[src/rtl/turn_timer.sv]
// Loadable prescaled down-counter timing a player's decision window; pulses expired on timeout.
// Optional TURN_TIMER_AUTO_RELOAD_EN: restart from the last loaded value instead of stopping at zero.
module turn_timer #(
    parameter int WIDTH    = 4,
    parameter int PRESCALE = 50000000
) (
    input  logic             clk,
    input  logic             reset_n,
    input  logic             clear,
    input  logic             load,
    input  logic [WIDTH-1:0] load_value,
    input  logic             start,
    input  logic             pause,
    output logic [WIDTH-1:0] q,
    output logic             running,
    output logic             zero,
    output logic             expired
);

    localparam int PW = (PRESCALE > 1) ? $clog2(PRESCALE) : 1;
    localparam logic [PW-1:0] PRE_LAST = PW'(PRESCALE - 1);

    typedef enum logic [1:0] {
        IDLE    = 2'd0,
        RUN     = 2'd1,
        PAUSED  = 2'd2,
        EXPIRED = 2'd3
    } state_t;

    state_t           state_q, state_d;
    logic [WIDTH-1:0] count_q, count_d;
    logic [PW-1:0]    pre_q, pre_d;
    logic             expired_q, expired_d;
`ifdef TURN_TIMER_AUTO_RELOAD_EN
    logic [WIDTH-1:0] reload_q, reload_d;
`endif

    always_ff @(posedge clk or negedge reset_n) begin
        if (!reset_n) begin
            state_q   <= IDLE;
            count_q   <= '0;
            pre_q     <= '0;
            expired_q <= 1'b0;
`ifdef TURN_TIMER_AUTO_RELOAD_EN
            reload_q  <= '0;
`endif
        end else begin
            state_q   <= state_d;
            count_q   <= count_d;
            pre_q     <= pre_d;
            expired_q <= expired_d;
`ifdef TURN_TIMER_AUTO_RELOAD_EN
            reload_q  <= reload_d;
`endif
        end
    end

    // clear > load > pause > start > count; pause also masks start in every state
    always_comb begin
        state_d   = state_q;
        count_d   = count_q;
        pre_d     = pre_q;
        expired_d = 1'b0;
`ifdef TURN_TIMER_AUTO_RELOAD_EN
        reload_d  = reload_q;
`endif
        if (clear) begin
            count_d = '0;
            pre_d   = '0;
            state_d = IDLE;
        end else if (load) begin
            count_d = load_value;
`ifdef TURN_TIMER_AUTO_RELOAD_EN
            reload_d = load_value;
`endif
            pre_d   = '0;
            state_d = IDLE;
        end else begin
            case (state_q)
                IDLE: begin
                    if (start && !pause && (count_q != '0)) begin
                        state_d = RUN;
                        pre_d   = '0;
                    end
                end
                RUN: begin
                    if (pause) begin
                        state_d = PAUSED;
                    end else if (pre_q == PRE_LAST) begin
                        pre_d = '0;
                        if (count_q != '0) begin
                            count_d = count_q - WIDTH'(1);
                        end
                        if (count_q == WIDTH'(1)) begin
                            expired_d = 1'b1;
                            state_d   = EXPIRED;
`ifdef TURN_TIMER_AUTO_RELOAD_EN
                            if (reload_q != '0) begin
                                count_d = reload_q;
                                state_d = RUN;
                            end
`endif
                        end
                    end else begin
                        pre_d = pre_q + PW'(1);
                    end
                end
                PAUSED: begin
                    if (start && !pause) begin
                        state_d = RUN;
                    end
                end
                EXPIRED: begin
                    state_d = EXPIRED;
                end
                default: begin
                    state_d = IDLE;
                end
            endcase
        end
    end

    assign q       = count_q;
    assign running = (state_q == RUN);
    assign zero    = (count_q == '0);
    assign expired = expired_q;

endmodule
[config.mk]
export PLATFORM = sky130hd
export DESIGN_NAME = turn_timer
export DESIGN_NICKNAME = d
export VERILOG_FILES = /design/src/rtl/turn_timer.sv
export SDC_FILE = /design/constraint.sdc
export NUM_CORES = 1
export LEC_CHECK = 0
export ABC_AREA = 0
export CAP_MARGIN = 20
export CORE_MARGIN = 1
export CORE_UTILIZATION = 45
export CTS_CLUSTER_DIAMETER = 30
export DETAILED_ROUTE_END_ITERATION = 10
export PLACE_DENSITY_LB_ADDON = 0.08
export SETUP_SLACK_MARGIN = 0.5
export SYNTH_ARGS = -nofsm -noshare
export SYNTH_HDL_FRONTEND = slang
export SYNTH_SLANG_ARGS = --single-unit
[constraint.sdc]
create_clock -name clk -period 2.6 [get_ports clk]
set_input_delay 0.26 -clock clk [delete_from_list [all_inputs] [get_ports clk]]
set_output_delay 0.26 -clock clk [all_outputs]
set_load 0.01 [all_outputs]
==> results by stage <==
Run status:
- The flow ran to the end, and the final reports show no timing, DRC or antenna violations.

Synthesis:
- The share of flip-flops with an asynchronous set or reset is 100%.
- The number of enable flip-flop cells after synthesis is 0.
- The most used flip-flop cell after synthesis is sky130_fd_sc_hd__dfrtp_1.
- The count of synthesis-stage warnings from yosys is 0.
- The post-synth design cell area is 2110 µm².
- The synthesized area per cell is 9.24 µm².
- The number of storage elements in the synthesis netlist is 33.
- The sequential area share after synthesis is 39.2%.
- The synthesized netlist net count is 242.
- The number of standard cells after synthesis is 228.
- In this run, distinct cell masters in the synthesized netlist total 54.

Placed design:
- The HPWL after detailed placement is 3650 µm.
- The count of buffers added on input and output ports is 16.
- In this run, placement finished with an instance count of 290.
- The final weighted congestion of routability-driven global placement is 0.807.

STA:
- The final clock period utilization by the worst path is 78.9%.
- Setup violations remaining at the end of the flow were counted as 0.
- Between clock sinks in the finished design, the worst skew comes to 0.00209 ns.
- The max-slew violation count is 0.
- Setup repair after global routing could not meet its margin everywhere.
- The normalized max-slew margin is 68.1%.
- Based on the critical path, the design can be clocked at up to 0.487 GHz.
- After routing, the total negative slack on setup checks comes to 0 ns.
- The final-report hold violation count is 0.
- The minimum period implied by the final worst setup slack is 2.05 ns.
- For the pin with the worst max-slew slack, the measured transition is 0.474 ns.

CTS:
- The number of sinks handled by clock tree synthesis is 33.
- TritonCTS built the clock tree.
- After clock tree synthesis, the clock-pin slew on the worst setup and hold paths is 0.06 ns.
- The hold buffer count at cts is 0.
- The source-to-sink clock delay at the later pin of the worst-skew pair is 0.28 ns.
- CTS placed an instance of sky130_fd_sc_hd__clkbuf_8 at the clock tree root.
- The H-tree was split into 2 levels.
- Clock tree synthesis inserted a total of 5 buffers.
- No sink is reached through more buffers than the 2 on the longest clock path.

Drt:
- The count of nets left with antenna violations once routing finished came out at 0.
- Using the TritonRoute via totals, the vias-per-cell ratio works out to 6.32.
- After detailed routing, the average wire length per cell comes to 17.0 µm.
- The wire length after detailed routing is 5150 µm.
- The first detailed-routing pass ran for 4 iterations.
- The number of DRC violations after detailed-routing iteration 0 is 139.
- The via count of the routed design is 1910.
- The DRC violation count after routing is 0.

Worst setup path:
- Of all nets on the critical path, the largest fanout is 4.
- In this run the critical register-to-register path is launched from q[1].
- The depth of the worst register-to-register path is 7.
- The minimum setup slack among reg-to-reg paths is 0.55 ns.
- The capture point of the worst reg-to-reg path is q[3].
- The worst setup path is captured at a flop.
- STA classifies the critical path startpoint as a flop.
- The critical path data arrival time is 2.23 ns.
- Data on the critical path is required at its endpoint by 2.78 ns.
- The classification of the worst setup path is flop to flop.

Floorplan:
- Row generation in the floorplan step produced 24 rows.
- The number of I/O pins is 17.
- From bottom edge to top edge, the die measures 70.4 µm.
- The effective utilization at floorplan is 47.7%.
- The die area is 4960 µm².
- The width of the die is 70.4 µm.
- The placeable core region is 4410 µm².

Finish:
- 0 antenna diodes ended up in the layout.
- Of the cells placed in the final design, the portion with a size suffix greater than 1 is 18.0%.
- The net total in the final layout is 263.
- Summing all multi-input logic gate instances after layout gives 1220 µm².
- From synthesis to final layout, the design area changed by 17.6%.
- The layout has 392 filler cells.
- The area used by sequential logic in the layout is 828 µm².
- After the flow finishes, the layout carries non-filler instances totaling 302.

Pwr:
- In this run the static leakage power is 0.000978 µW.
- The overall power after layout is 993 µW.
- The largest vdd supply drop is 219 µV.
- For this design the ratio of total power to cell area is 401 nW/µm².

Flow run:
- The reported max-cap violation count is 0.

Global routing:
- Global routing used 22.1% of the available tracks across all layers.
- The largest net degree at the start of global routing is 34.
- The number of global-route vias before repair came to 1832.
- The first global-routing pass estimated 8600 µm of wire.
- The number of antenna violations at the first check in global routing is 0.
- The total overflow reported by the global router is 0.

Min path:
- The worst hold path class is primary input to async pin.
[cell usage after synthesis, types with 3 or more instances]
| cell type | number | area share [%] |
|---|---|---|
| sky130_fd_sc_hd__buf_4 | 4 | 1.4 |
| sky130_fd_sc_hd__a41oi_1 | 6 | 2.5 |
| sky130_fd_sc_hd__nand3_1 | 14 | 3.3 |
| sky130_fd_sc_hd__nand4_1 | 9 | 2.7 |
| sky130_fd_sc_hd__nand2b_1 | 4 | 1.2 |
| sky130_fd_sc_hd__a31oi_1 | 16 | 4.8 |
| sky130_fd_sc_hd__clkbuf_1 | 3 | 0.53 |
| sky130_fd_sc_hd__and3_1 | 3 | 0.89 |
| sky130_fd_sc_hd__dfrtp_1 | 33 | 39 |
| sky130_fd_sc_hd__ha_1 | 4 | 2.4 |
| sky130_fd_sc_hd__nor4b_1 | 3 | 1.2 |
| sky130_fd_sc_hd__inv_1 | 13 | 2.3 |
| sky130_fd_sc_hd__buf_2 | 6 | 1.4 |
| sky130_fd_sc_hd__o21ai_0 | 9 | 2.1 |
| sky130_fd_sc_hd__nor4bb_1 | 3 | 1.4 |
| sky130_fd_sc_hd__mux2i_1 | 4 | 1.9 |
| sky130_fd_sc_hd__a21oi_1 | 22 | 5.2 |
| sky130_fd_sc_hd__nand2_1 | 13 | 2.3 |
| sky130_fd_sc_hd__a211oi_1 | 3 | 1.1 |
| sky130_fd_sc_hd__nor2_1 | 14 | 2.5 |
| sky130_fd_sc_hd__nor3_1 | 3 | 0.71 |
[report_power, final]
part / leakage [µW] / internal, µW / switching, µW
clock network: 0.0000450 / 185 / 181
logic: 0.000479 / 45.8 / 57.8
registers: 0.000454 / 518 / 4.78
total: 0.000978 / 749 / 244
[what timing repair did]
item	4_1_cts	5_1_grt
setup endpoints to repair	12	26
pin swaps	0	5
gates cloned	0	1
setup buffers	1	2
resized for setup	2	9
[per-layer routing]
layer | vias up | GRT usage [%] | wire (µm)
met5 | - | 0 | 0
met4 | 0 | 9.11 | 89
met3 | 7 | 5.92 | 281
met2 | 52 | 35.0 | 2450
met1 | 934 | 28.3 | 2330
li1 | 917 | - | -
[kinds of logic (layout without fill, tap and decap cells)]
| group | after synthesis | count (layout) | share of synthesized area, % |
|---|---|---|---|
| and+or+nand+nor | 91 | 91 | 28.5 |
| AOI/OAI and AO/OA | 67 | 68 | 21.0 |
| DFF | 33 | 33 | 39.2 |
| buffers and inverters | 26 | 47 | 5.70 |
| muxes | 5 | 5 | 2.43 |
| adders and majority gates | 4 | 4 | 2.38 |
| xor gates and xnor gates | 2 | 2 | 0.832 |
[layout make-up]
cell class,count,share of cell area (%)
Inverter,13,1.97
Timing Repair Buffer,26,9.44
Sequential cell,33,33.4
Clock buffer,6,2.93
Clock inverter,2,0.404
Multi-Input combinational cell,170,49.2
Tap cell,52,2.62
[critical path, stage by stage, from the launching register on]
cell	delay [ns]
sky130_fd_sc_hd__dfrtp_1	0.40
sky130_fd_sc_hd__inv_1	0.12
sky130_fd_sc_hd__ha_1	0.14
sky130_fd_sc_hd__or3b_2	0.51
sky130_fd_sc_hd__nand3_1	0.20
sky130_fd_sc_hd__nor3_4	0.08
sky130_fd_sc_hd__and4_2	0.23
sky130_fd_sc_hd__a2111oi_2	0.26
[how the worst max path moves through the flow]
stage,start,endpoint,slack (ns),depth (start not counted)
final,q[1],q[3],0.55,7
after global routing,q[1],q[3],0.45,7
after detailed placement,q[0],pre_q[18],0.34,7
after global placement,q[0],pre_q[13],0.48,7
after CTS,pre_q[0],q[3],0.52,6
after floorplan,q[0],pre_q[10],0.56,7
[per-stage QoR]
| stage | setup slack, ns | utilization (%) | cell area [µm²] | hold WS [ns] |
|---|---|---|---|---|
| after floorplan | 0.560 | - | 2110 | -0.0356 |
| after global placement | 0.477 | 52.5 | 2320 | 0.486 |
| after detailed placement | 0.344 | 52.5 | 2320 | 0.500 |
| after CTS | 0.525 | 54.6 | 2410 | 0.402 |
| after global routing | 0.448 | 56.2 | 2480 | 0.432 |
| final | 0.548 | 56.2 | 2480 | 0.377 |
[flip-flops by register name, indices dropped and copies added (netlist names)]
name / cells
state_q: 2
pre_q: 26
expired: 1
q: 4
[cells in the final DEF (no fill, tap or decap), drive strengths merged, types with 5 or more instances in the layout]
master and count:
inv 13, a21oi 23, o21ai 9, a31oi 16, nand2 14, a41oi 6, nor3 5, buf 10
clkdlybuf4s50 15, nor4 5, nand4 10, clkbuf 6, nand3 16, dfrtp 33, nor2 14
Power figures use the tool's default switching activity.
